$ cat config.mk
export PLATFORM = sky130hd
export DESIGN_NAME = reg_bus_arbiter
export DESIGN_NICKNAME = d
export VERILOG_FILES = /design/src/rtl/reg_bus_arbiter.sv
export SDC_FILE = /design/constraint.sdc
export NUM_CORES = 1
export LEC_CHECK = 0
export CORE_ASPECT_RATIO = 0.9
export CORE_MARGIN = 1.5
export CORE_UTILIZATION = 42
export DETAILED_ROUTE_END_ITERATION = 8
export PLACE_DENSITY = 0.86
export SYNTH_ARGS = -nofsm -noshare
export SYNTH_HDL_FRONTEND = slang
export SYNTH_SLANG_ARGS = --single-unit
$ cat constraint.sdc
create_clock -name clk -period 4.29 [get_ports clk]
set_input_delay 0.429 -clock clk [delete_from_list [all_inputs] [get_ports clk]]
set_output_delay 0.429 -clock clk [all_outputs]
set_load 0.01 [all_outputs]
$ cat src/rtl/reg_bus_arbiter.sv
// reg_bus_arbiter: round-robin arbiter that shares one register-block bus
// between NUM_REQ requesters. A grant latches the winner's request fields,
// pulses bus_req for one cycle, waits for bus_ready/bus_err (or the watchdog),
// then returns a one-cycle ack with error flag and read data to the winner.
module reg_bus_arbiter #(
  parameter int NUM_REQ    = 2,
  parameter int ADDR_WIDTH = 3,
  parameter int DATA_WIDTH = 32,
  parameter int TIMEOUT    = 16,
  localparam int BW        = DATA_WIDTH / 8,
  localparam int GW        = $clog2(NUM_REQ)
) (
  input  logic                             clk,
  input  logic                             rst_n,
  input  logic [NUM_REQ-1:0]               m_req,
  input  logic [NUM_REQ-1:0]               m_req_is_wr,
  input  logic [NUM_REQ*ADDR_WIDTH-1:0]    m_addr,
  input  logic [NUM_REQ*DATA_WIDTH-1:0]    m_wr_data,
  input  logic [NUM_REQ*BW-1:0]            m_wr_biten,
  output logic [NUM_REQ-1:0]               m_ack,
  output logic                             m_err,
  output logic [DATA_WIDTH-1:0]            m_rd_data,
  output logic                             bus_req,
  output logic                             bus_req_is_wr,
  output logic [ADDR_WIDTH-1:0]            bus_addr,
  output logic [DATA_WIDTH-1:0]            bus_wr_data,
  output logic [BW-1:0]                    bus_wr_biten,
  input  logic                             bus_ready,
  input  logic                             bus_err,
  input  logic [DATA_WIDTH-1:0]            bus_rd_data,
  output logic                             busy,
  output logic [GW-1:0]                    grant_id
);

  typedef enum logic [1:0] {S_IDLE, S_WAIT, S_RESP} state_t;

  // Counter only needs to reach TIMEOUT-1 before the watchdog fires.
  localparam int CNT_W = (TIMEOUT > 1) ? $clog2(TIMEOUT) : 1;
  localparam logic [CNT_W-1:0] CNT_LIMIT = CNT_W'((TIMEOUT > 0) ? TIMEOUT - 1 : 0);

  state_t                 r_state;
  state_t                 w_state_nxt;
  logic [GW-1:0]          r_last;
  logic [GW-1:0]          r_gnt;
  logic                   r_bus_req;
  logic                   r_bus_wr;
  logic [ADDR_WIDTH-1:0]  r_bus_addr;
  logic [DATA_WIDTH-1:0]  r_bus_wdata;
  logic [BW-1:0]          r_bus_biten;
  logic [NUM_REQ-1:0]     r_ack;
  logic                   r_err;
  logic [DATA_WIDTH-1:0]  r_rdata;
  logic [CNT_W-1:0]       r_cnt;

  logic [GW-1:0]          w_pick;
  logic [GW-1:0]          w_idx;
  logic                   w_found;
  logic                   w_resp;
  logic                   w_timeout;
  logic [NUM_REQ-1:0]     w_gnt_onehot;
  logic [ADDR_WIDTH-1:0]  w_sel_addr;
  logic [DATA_WIDTH-1:0]  w_sel_wdata;
  logic [BW-1:0]          w_sel_biten;

  // Round-robin pick: first requesting index after the last winner, wrapping.
  always_comb begin
    w_pick  = '0;
    w_idx   = '0;
    w_found = 1'b0;
    for (int off = 1; off <= NUM_REQ; off++) begin
      w_idx = GW'((int'(r_last) + off) % NUM_REQ);
      if (!w_found && m_req[w_idx]) begin
        w_found = 1'b1;
        w_pick  = w_idx;
      end
    end
  end

  // Field mux for the candidate winner; only sampled in the grant cycle.
  always_comb begin
    w_sel_addr  = m_addr[int'(w_pick)*ADDR_WIDTH +: ADDR_WIDTH];
    w_sel_wdata = m_wr_data[int'(w_pick)*DATA_WIDTH +: DATA_WIDTH];
    w_sel_biten = m_wr_biten[int'(w_pick)*BW +: BW];
  end

  // Completion and watchdog decode. The bus_req issue cycle is not counted,
  // so a hung access is ended TIMEOUT cycles after the issue cycle and the
  // ack lands TIMEOUT+1 cycles after bus_req.
  assign w_resp       = bus_ready | bus_err;
  assign w_timeout    = (TIMEOUT != 0) && !r_bus_req && (r_cnt == CNT_LIMIT);
  assign w_gnt_onehot = NUM_REQ'(1) << r_gnt;

  // State register.
  always_ff @(posedge clk or negedge rst_n) begin
    if (!rst_n) begin
      r_state <= S_IDLE;
    end else begin
      r_state <= w_state_nxt;
    end
  end

  // Next-state logic; a response in the timeout cycle still completes normally.
  always_comb begin
    w_state_nxt = r_state;
    case (r_state)
      S_IDLE:  if (w_found) w_state_nxt = S_WAIT;
      S_WAIT:  if (w_resp || w_timeout) w_state_nxt = S_RESP;
      S_RESP:  w_state_nxt = S_IDLE;
      default: w_state_nxt = S_IDLE;
    endcase
  end

  // Registered outputs: grant latch, bus_req pulse, response capture, ack pulse.
  always_ff @(posedge clk or negedge rst_n) begin
    if (!rst_n) begin
      r_last      <= GW'(NUM_REQ - 1);
      r_gnt       <= '0;
      r_bus_req   <= 1'b0;
      r_bus_wr    <= 1'b0;
      r_bus_addr  <= '0;
      r_bus_wdata <= '0;
      r_bus_biten <= '0;
      r_ack       <= '0;
      r_err       <= 1'b0;
      r_rdata     <= '0;
      r_cnt       <= '0;
    end else begin
      r_bus_req <= 1'b0;
      r_ack     <= '0;
      case (r_state)
        S_IDLE: begin
          if (w_found) begin
            r_bus_req   <= 1'b1;
            r_gnt       <= w_pick;
            r_bus_wr    <= m_req_is_wr[w_pick];
            r_bus_addr  <= w_sel_addr;
            r_bus_wdata <= w_sel_wdata;
            r_bus_biten <= w_sel_biten;
            r_cnt       <= '0;
          end
        end
        S_WAIT: begin
          if (w_resp) begin
            r_err   <= bus_err;
            r_rdata <= bus_rd_data;
            r_ack   <= w_gnt_onehot;
          end else if (w_timeout) begin
            r_err   <= 1'b1;
            r_rdata <= '0;
            r_ack   <= w_gnt_onehot;
          end else if (!r_bus_req) begin
            r_cnt <= r_cnt + CNT_W'(1);
          end
        end
        S_RESP: begin
          r_last <= r_gnt;
        end
        default: ;
      endcase
    end
  end

  // Output decode from registered state.
  always_comb begin
    busy = (r_state == S_WAIT) || (r_state == S_RESP);
  end

  assign m_ack         = r_ack;
  assign m_err         = r_err;
  assign m_rd_data     = r_rdata;
  assign bus_req       = r_bus_req;
  assign bus_req_is_wr = r_bus_wr;
  assign bus_addr      = r_bus_addr;
  assign bus_wr_data   = r_bus_wdata;
  assign bus_wr_biten  = r_bus_biten;
  assign grant_id      = r_gnt;

endmodule

==> out/qor.yml <==
cp-end-kind: "register"
cp-start-kind: "register"
synth_area_sq_um: 3585
relSlewSlack_pct: 24.76
grt_pass1_vias: 3150
hold_violations: 0
setup_tns_ns: 0
critPathMaxStageDelay_ns: 0.74
start_util_pct: 44.01
syn_to_final_growth_pct: 62.97
grt_remaining_overflow: 0
fin_crit_sh_pct: 53.65
synthTopCellsByArea: "dfrtp_1 (58%), mux2i_1 (12%), a22o_1 (8.1%)"
cts_setup_buffers: 0
critPathLaunch: "r_state[1]"
cts_tree: "done"
finalInstanceArea_sq_um: 5842
portBuffers: 195
clk_pin_slew_ns: 0.09
cts_resized: 0
rsz0062_at_grt: "false"
wl_per_cell_um: 16.16
via_count: 3040
fillerInstances: 568
reg2reg_slack_ns: 1.99
hold_class: "primary input to asynchronous set/reset pin"
slowest_stage: "nand2_1"
fp-row-count: 31
max_freq_mhz: 434.5
synth_top_area_share_pct: 57.94
crit_path_cell_trace: "inv_1, ha_1, nand2_1, a22o_1"
critPathMaxFanout: 33
fp.dieArea_sq_um: 9099
synth_cell_types: 28
timing.rr.start: "r_state[1]"
grt_max_degree: 85
max_cap_violations: 0
numClockSinks: 84
power.density_nw_per_um2: 674.6
holdBufCountCts: 0
fin_crit_ns: 2.301
peakVddDrop_uv: 308.2
io_pins: 196
root_buffer: "clkbuf_8"
htreeDepth: 3
cts_buffers: 9
yosysSeqAreaShare_pct: 58.67
die_y_um: 90.65
critPathRequiredTime_ns: 4.51
clockBufferDepth: 2
drt_iter0_markers: 81
drive_gt1_share_pct: 5.847
clk_latency_ns: 0.34
antenna_found_initial: 0
cp_data_arrival_time_ns: 2.52
setup_viol: 0
core-area_sq_um: 8145
status: "complete, no violations"
worstMarginPinSlew_ns: 1.126
route.final.wire_length_um: 9615
synth_area_per_cell_sq_um: 11.87
final_common_cell: "clkdlybuf4s50_1"
yosysTopAreaCell: "dfrtp_1"
worstReg2RegEnd: "m_rd_data[6]"
track_usage_pct: 21.43
via_per_inst: 5.109
skew_ns: 0.009188
power_uw: 3941
drcViolationCount: 0
synth_nets: 426
die_w_um: 100.4
power_leakage_uw: 0.002555
final_cell_mix: "clkdlybuf4s50_1 (194), dfrtp_1 (83), nand2_1 (43)"
slew_violations: 0
yosysWarnings: 0
globalplace.congestion: 0.7723
detailed_place_hpwl_um: 7119
placed_area_sq_um: 5610
fin_nets: 615
grt_pass1_wl_um: 15300
rr_worst_depth: 4
criticalPathCategory: "register to register"
synthCells: 302
insertedDiodeCount: 0
drtAntennaViolNets: 0
drt_first_pass_iters: 4
yosys_register_bits: 84
==> per-stage QoR <==
| stage | util [%] | std cells | setup WS [ns] | hold slack [ns] |
|---|---|---|---|---|
| 4_1_cts | 71.72 | 595 | 1.999 | 0.2955 |
| 3_3_place_gp | 68.88 | 579 | 1.890 | 0.4663 |
| 5_1_grt | 71.72 | 595 | 1.817 | 0.3445 |
| 3_5_place_dp | 68.88 | 579 | 1.778 | 0.4744 |
| 6_report | 71.72 | 595 | 1.989 | 0.2550 |
| 2_1_floorplan | - | 302 | 2.622 | 0.1334 |
==> layer usage <==
layer | routed length (um) | GRT usage [%] | share of wire (%)
met5 | 0 | 0 | 0
met4 | 112 | 7.394 | 1.2
met3 | 1102 | 8.050 | 11
met2 | 4513 | 34.98 | 47
met1 | 3887 | 25.99 | 40
==> critical path, delay by kind of cell, from the launching register on <==
family,cells,cell delay (ns)
fa+ha+maj,1,0.41
simple gates,1,0.74
compound gates,1,0.49
flops,1,0.41
buf+inv,1,0.13
==> Yosys cell counts <==
library cell and n:
and3_1 1, a21oi_1 1, a21boi_1 1, mux2_2 1, dfstp_2 1, nand3_1 5
a22o_1 33, a32o_1 1, ha_1 6, a31oi_1 1, mux2_1 2, a2111oi_4 1
nor3b_2 1, o21ai_1 42, nor2_1 4, nand2_1 43, inv_1 6, clkbuf_1 11
buf_2 8, buf_6 1, mux2i_1 42, o21ba_2 1, o2bb2ai_1 1, o21a_4 1
and2_4 1, nand2b_1 2, dfrtp_1 83, nand4_1 1
==> final cells by class <==
type / count / area (sq um) / area share [%]
flip-flops and latches: 84 / 2103 / 36.00
repair buffers: 198 / 1972 / 33.75
multi-input cells: 192 / 1389 / 23.77
clock buffers: 10 / 137.6 / 2.356
well taps: 99 / 123.9 / 2.120
clock inverters: 6 / 93.84 / 1.606
inverters: 6 / 22.52 / 0.3855
==> report_power, final <==
part / switching (uW) / leakage [uW] / internal [uW] / total, uW
registers: 216 / 0.00104 / 1170 / 1380
clock network: 298 / 0.000114 / 350 / 649
logic: 844 / 0.00140 / 1060 / 1910
==> how the worst max path moves through the flow <==
stage                       to  slack [ns]
2_1_floorplan         r_cnt[1]        2.62
3_3_place_gp   bus_wr_data[17]        1.89
3_5_place_dp     m_rd_data[11]        1.78
4_1_cts           m_rd_data[6]        2.00
5_1_grt           m_rd_data[6]        1.82
6_report          m_rd_data[6]        1.99
==> logic make-up after synthesis <==
family / count (synthesis) / synth area share [%]
DFF: 84 / 58.67
AOI/OAI and AO/OA: 83 / 16.44
and+or+nand+nor: 58 / 6.911
muxes: 45 / 12.67
buffers and inverters: 26 / 3.211
adders and majority gates: 6 / 2.094
==> registers in the layout, summed over array words and instances (netlist names), 2 cells and up <==
signal        count
bus_wr_data      32
m_rd_data        32
bus_wr_biten      4
r_cnt             4
bus_addr          3
m_ack             2
r_state           2
(Power assumes the default switching activity.)
